===== config.mk =====
export PLATFORM = sky130hd
export DESIGN_NAME = logicnet_input_quantizer
export DESIGN_NICKNAME = d
export VERILOG_FILES = /design/src/rtl/logicnet_q_pkg.sv /design/src/rtl/logicnet_q_threshold.sv /design/src/rtl/logicnet_input_quantizer.sv
export SDC_FILE = /design/constraint.sdc
export NUM_CORES = 1
export LEC_CHECK = 0
export BUFFER_PORTS_ARGS = -buffer_cell sky130_fd_sc_hd__buf_2
export CAP_MARGIN = 20
export CORE_AREA = 2 2 39 41
export CTS_CLUSTER_SIZE = 12
export DETAILED_ROUTE_END_ITERATION = 16
export DIE_AREA = 0 0 41 43
export HOLD_SLACK_MARGIN = 0.1
export PLACE_DENSITY = 0.76
export SYNTH_ARGS = -nofsm -noshare
export SYNTH_HDL_FRONTEND = slang
export SYNTH_SLANG_ARGS = --single-unit

===== constraint.sdc =====
create_clock -name clk -period 2.4 [get_ports clk]
set_input_delay 0.48 -clock clk [delete_from_list [all_inputs] [get_ports clk]]
set_output_delay 0.48 -clock clk [all_outputs]
set_load 0.02 [all_outputs]

===== src/rtl/logicnet_q_pkg.sv =====
// Shared types and the quantization rule for the LogicNet input quantizer.
// Thresholds are compared as 32-bit signed ints, so IN_WIDTH may not exceed 32.
package logicnet_q_pkg;

    typedef enum logic [1:0] {
        COLLECT = 2'd0,
        DRAIN   = 2'd1,
        HOLD    = 2'd2
    } state_t;

    localparam logic [1:0] Q_LOW    = 2'b00;
    localparam logic [1:0] Q_MID_LO = 2'b01;
    localparam logic [1:0] Q_MID_HI = 2'b10;
    localparam logic [1:0] Q_HIGH   = 2'b11;

    // A sample equal to a threshold falls into the higher bin.
    function automatic logic [1:0] quantize(input int sample, input int t0,
                                            input int t1, input int t2);
        if (sample < t0)      return Q_LOW;
        else if (sample < t1) return Q_MID_LO;
        else if (sample < t2) return Q_MID_HI;
        else                  return Q_HIGH;
    endfunction

endpackage


===== src/rtl/logicnet_q_threshold.sv =====
// Purely combinational three-threshold comparator: signed sample -> 2-bit code.
module logicnet_q_threshold
    import logicnet_q_pkg::*;
#(
    parameter int IN_WIDTH = 8,
    parameter int T0       = -64,
    parameter int T1       = 0,
    parameter int T2       = 64
) (
    input  logic signed [IN_WIDTH-1:0] sample_i,
    output logic        [1:0]          code_o
);

    assign code_o = quantize(int'(sample_i), T0, T1, T2);

endmodule


===== src/rtl/logicnet_input_quantizer.sv =====
// Quantizes a stream of signed feature samples into packed 2-bit codes for LogicNet layer 0.
// Optional macro LOGICNET_QPIPE_EN adds a register stage ahead of the comparator.
module logicnet_input_quantizer
    import logicnet_q_pkg::*;
#(
    parameter int NUM_FEATURES = 3,
    parameter int IN_WIDTH     = 8,
    parameter int T0           = -64,
    parameter int T1           = 0,
    parameter int T2           = 64
) (
    input  logic                          clk,
    input  logic                          rst,
    input  logic                          s_valid,
    output logic                          s_ready,
    input  logic signed [IN_WIDTH-1:0]    s_data,
    input  logic                          s_last,
    output logic                          m_valid,
    input  logic                          m_ready,
    output logic [2*NUM_FEATURES-1:0]     m_data,
    output logic                          err_early,
    output logic                          err_late
);

    localparam int IDX_W = (NUM_FEATURES > 1) ? $clog2(NUM_FEATURES) : 1;
    localparam int VW    = 2 * NUM_FEATURES;
    localparam logic [IDX_W-1:0] LAST_IDX = IDX_W'(NUM_FEATURES - 1);

    if (!(T0 < T1 && T1 < T2)) begin : g_bad_thresholds
        $error("logicnet_input_quantizer: thresholds must satisfy T0 < T1 < T2");
    end
    if (NUM_FEATURES < 1) begin : g_bad_features
        $error("logicnet_input_quantizer: NUM_FEATURES must be at least 1");
    end

    state_t                state_q, state_d;
    logic [IDX_W-1:0]      idx_q, idx_d;
    logic [VW-1:0]         pack_q, pack_d;
    logic                  err_early_q, err_early_d;
    logic                  err_late_q, err_late_d;

    logic                  s_fire;
    logic [1:0]            code;

    // Commit event: the beat whose code is written into the pack register this cycle.
    logic                  c_vld;
    logic signed [IN_WIDTH-1:0] c_data;
    logic [IDX_W-1:0]      c_idx;
    logic                  c_last;

    assign s_fire = s_valid && s_ready;

`ifdef LOGICNET_QPIPE_EN
    logic                  p_vld_q;
    logic signed [IN_WIDTH-1:0] p_data_q;
    logic [IDX_W-1:0]      p_idx_q;
    logic                  p_last_q;

    always_ff @(posedge clk) begin
        if (rst) begin
            p_vld_q  <= 1'b0;
            p_data_q <= '0;
            p_idx_q  <= '0;
            p_last_q <= 1'b0;
        end else begin
            p_vld_q <= s_fire;
            if (s_fire) begin
                p_data_q <= s_data;
                p_idx_q  <= idx_q;
                p_last_q <= s_last;
            end
        end
    end

    assign c_vld  = p_vld_q;
    assign c_data = p_data_q;
    assign c_idx  = p_idx_q;
    assign c_last = p_last_q;
    // The frame closes on the next edge, so nothing may slip into the stage behind it.
    assign s_ready = !rst && (state_q != HOLD) && !(p_vld_q && p_last_q);
`else
    assign c_vld   = s_fire;
    assign c_data  = s_data;
    assign c_idx   = idx_q;
    assign c_last  = s_last;
    assign s_ready = !rst && (state_q != HOLD);
`endif

    logicnet_q_threshold #(
        .IN_WIDTH (IN_WIDTH),
        .T0       (T0),
        .T1       (T1),
        .T2       (T2)
    ) u_thr (
        .sample_i (c_data),
        .code_o   (code)
    );

    // Slot index follows accepted beats; it wraps at the frame end or on s_last.
    always_comb begin
        idx_d = idx_q;
        if (s_fire) begin
            if (s_last || idx_q == LAST_IDX) idx_d = '0;
            else                             idx_d = idx_q + 1'b1;
        end
        if (state_q == HOLD && m_ready) idx_d = '0;
    end

    always_comb begin
        state_d     = state_q;
        pack_d      = pack_q;
        err_early_d = 1'b0;
        err_late_d  = 1'b0;
        case (state_q)
            COLLECT: begin
                if (c_vld) begin
                    for (int i = 0; i < NUM_FEATURES; i++) begin
                        if (i == int'(c_idx))
                            pack_d[2*i +: 2] = code;
                        else if (c_last && i > int'(c_idx))
                            pack_d[2*i +: 2] = Q_LOW;
                    end
                    if (c_last) begin
                        state_d     = HOLD;
                        err_early_d = (c_idx != LAST_IDX);
                    end else if (c_idx == LAST_IDX) begin
                        state_d    = DRAIN;
                        err_late_d = 1'b1;
                    end
                end
            end
            DRAIN: begin
                if (c_vld && c_last) state_d = HOLD;
            end
            HOLD: begin
                if (m_ready) begin
                    state_d = COLLECT;
                    pack_d  = '0;
                end
            end
            default: begin
                state_d = COLLECT;
                pack_d  = '0;
            end
        endcase
    end

    always_ff @(posedge clk) begin
        if (rst) begin
            state_q     <= COLLECT;
            idx_q       <= '0;
            pack_q      <= '0;
            err_early_q <= 1'b0;
            err_late_q  <= 1'b0;
        end else begin
            state_q     <= state_d;
            idx_q       <= idx_d;
            pack_q      <= pack_d;
            err_early_q <= err_early_d;
            err_late_q  <= err_late_d;
        end
    end

    assign m_valid   = (state_q == HOLD);
    assign m_data    = pack_q;
    assign err_early = err_early_q;
    assign err_late  = err_late_q;

endmodule


==> results_dict.tcl <==
set metrics [dict create \
    status "finished clean" \
    rows 14 \
    p_int_mw 0.324 \
    avgSynthCellArea_um2 9.70 \
    wl_um 1270 \
    crit_path_end_kind "output port" \
    start_kind "flop" \
    nNetsFinal 100 \
    initialDrtViolationCount 8 \
    drive_gt1_frac 0.317 \
    synth-seq-area-share 0.387 \
    areaGrowthSynthToFinish_pct 19.0 \
    ir_drop_v 0.000249 \
    fin_crit_sh 0.767 \
    min_path_type "primary input to flop" \
    die-area_um2 1760 \
    fin_skew_ns 0.000631 \
    htreeDepth 1 \
    power.total_mw 0.434 \
    cp_data_required_time_ns 1.92 \
    cp_max_fo 10 \
    synth_area_um2 621 \
    grt_pass1_vias 486 \
    final-max-slew-violation-count 0 \
    cp-startpoint "state_q[1]$_SDFFE_PP0P_" \
    utilization 0.533 \
    r2r_end "m_data[1]$_SDFFE_PP0P_" \
    r2r-start "state_q[1]$_SDFFE_PP0P_" \
    cts_buffer_depth 2 \
    routed_via_density 5.37 \
    cp.arrival_ns 1.36 \
    portBuffers 16 \
    diodes 0 \
    die_y_um 43 \
    clk_pin_slew_ns 0.08 \
    ys_seq_elements 12 \
    cts_resized 0 \
    rr_worst_depth 4 \
    yosysUniqueCellTypes 28 \
    ctsRootBufferMaster "clkbuf_4" \
    p_leak_nw 0.328 \
    dp_hpwl_um 904 \
    grt_max_degree 16 \
    synthArstFlopShare 0 \
    holdWs_ns 0.470 \
    start_util 0.448 \
    fp.dieW_um 41 \
    worstMarginPinSlew_ns 0.498 \
    grt_overflow 0 \
    crit_type "flop to output port" \
    place_congestion 0.749 \
    core_um2 1380 \
    yosysWarnings 0 \
    synth_nets 81 \
    pwr-share-seq 0.484 \
    r2r_setup_slack_ns 0.75 \
    antenna_found_initial 0 \
    net-switching-power_mw 0.110 \
    power_frac_comb 0.149 \
    ant_nets 0 \
    drc 0 \
    power.density_nw_per_um2 588 \
    grt_pass1_wl_um 2130 \
    cts_made_buffers 3 \
    vias 526 \
    setup_viol 0 \
    clk_latency_ns 0.26 \
    switching_share 0.254 \
    cts_hold_buf 0 \
    cts_tree "done" \
    syn-instance-count 64 \
    ioPinCount 23 \
    synthFlopType "dfxtp_1" \
    tns_ns 0 \
    drt_first_pass_iters 4 \
    max_freq_mhz 543 \
    post_cts.repair.setup_buffers 0 \
    relSlewSlack 0.665 \
    finalHoldViolCount 0 \
    routedWlPerCell_um 13.0 \
    grt.total_usage 0.177 \
    period_needed_ns 1.84 \
    rsz0062_at_grt "no" \
    power_frac_clock 0.367 \
    endpoint "m_valid" \
    drv_cap 0 \
    synth-edff-count 0 \
    clock_sinks 12 \
]
==> flip-flops by register name, summed over array words and instances (netlist names) <==
name       cells
m_data         6
c_idx          2
state_q        2
err_early      1
err_late       1
==> cells by family after synthesis <==
group / after synthesis / share of synthesized area
AO/OA/AOI/OAI: 12 / 0.123
adder cells (fa/ha/maj): 4 / 0.0806
AND/OR/NAND/NOR: 26 / 0.268
multiplexers: 6 / 0.0988
flip-flops: 12 / 0.387
buffers and inverters: 4 / 0.0423
==> power by group through the flow <==
| stage | logic [mW] | registers (mW) | clock network [mW] |
|---|---|---|---|
| floorplan | 0.0418 | 0.218 | 0 |
| global placement | 0.0619 | 0.215 | 0 |
| detailed placement | 0.0635 | 0.215 | 0 |
| CTS | 0.0645 | 0.210 | 0.161 |
| global route | 0.0701 | 0.212 | 0.174 |
| finish | 0.0646 | 0.210 | 0.159 |
==> worst min-delay path by stage <==
stage                                 start                       to  slack, ns  cells after the start
global placement     m_data[3]$_SDFFE_PP0P_   m_data[3]$_SDFFE_PP0P_       0.46                      2
CTS                                  s_last      err_late$_SDFF_PP0_       0.46                      2
global route                         s_last      err_late$_SDFF_PP0_       0.48                      2
finish                               s_last      err_late$_SDFF_PP0_       0.47                      2
floorplan           state_q[1]$_SDFFE_PP0P_  state_q[0]$_SDFFE_PP0P_       0.52                      2
detailed placement   m_data[0]$_SDFFE_PP0P_   m_data[0]$_SDFFE_PP0P_       0.47                      2
==> critical path, stage by stage, from the launching register on <==
cell	delay, ns
dfxtp_1	0.51
nor2b_1	0.36
buf_2	0.23
==> cell usage after synthesis (all sizes together) (2+ instances only) <==
master | instances | area (µm²)
nor2 | 4 | 15.0
nand2b | 4 | 25.0
or2b | 2 | 17.5
a21oi | 4 | 20.0
ha | 4 | 50.1
nor2b | 2 | 12.5
nand2 | 3 | 13.8
o21ai | 4 | 20.0
nand3 | 2 | 10.0
nor3b | 2 | 15.0
buf | 2 | 18.8
mux2i | 5 | 50.1
inv | 2 | 7.51
dfxtp | 12 | 240
==> per-stage QoR <==
stage | instances | setup slack (ns) | area, µm²
floorplan | 64 | 0.725 | 621
global placement | 94 | 0.742 | 702
detailed placement | 94 | 0.725 | 702
CTS | 98 | 0.571 | 738
global route | 98 | 0.426 | 738
finish | 98 | 0.558 | 738
==> placed cells by master, fill, tap and decap left out, drive strengths merged <==
master   synthesis  routed
a2111oi          1       1
a211oi           1       1
a21oi            4       4
a22oi            1       1
buf              2      16
clkbuf           0       4
dfxtp           12      12
ha               4       4
inv              2       2
mux2             1       1
mux2i            5       5
nand2            3       3
nand2b           4       4
nand3            2       2
nand3b           1       1
nand4            1       1
nor2             4       4
nor2b            2       2
nor3             1       1
nor3b            2       2
nor4             1       1
nor4b            1       1
nor4bb           1       1
o21ai            4       4
o31ai            1       1
or2b             2       2
or4b             1       1
==> area by class of cell <==
type / count / area, µm²
Fill cell: 122 / 646
Multi-Input combinational cell: 48 / 354
Sequential cell: 12 / 240
Timing Repair Buffer: 16 / 80.1
Clock buffer: 4 / 36.3
Tap cell: 16 / 20.0
Inverter: 2 / 7.51
==> metal layers <==
layer	GRT usage	vias up	share of wire
li1	-	265	-
met4	0.100	0	0.021
met2	0.278	9	0.52
met5	0	-	0
met3	0.0314	2	0.026
met1	0.212	250	0.43
No activity file was read; power rests on OpenSTA's default activity.
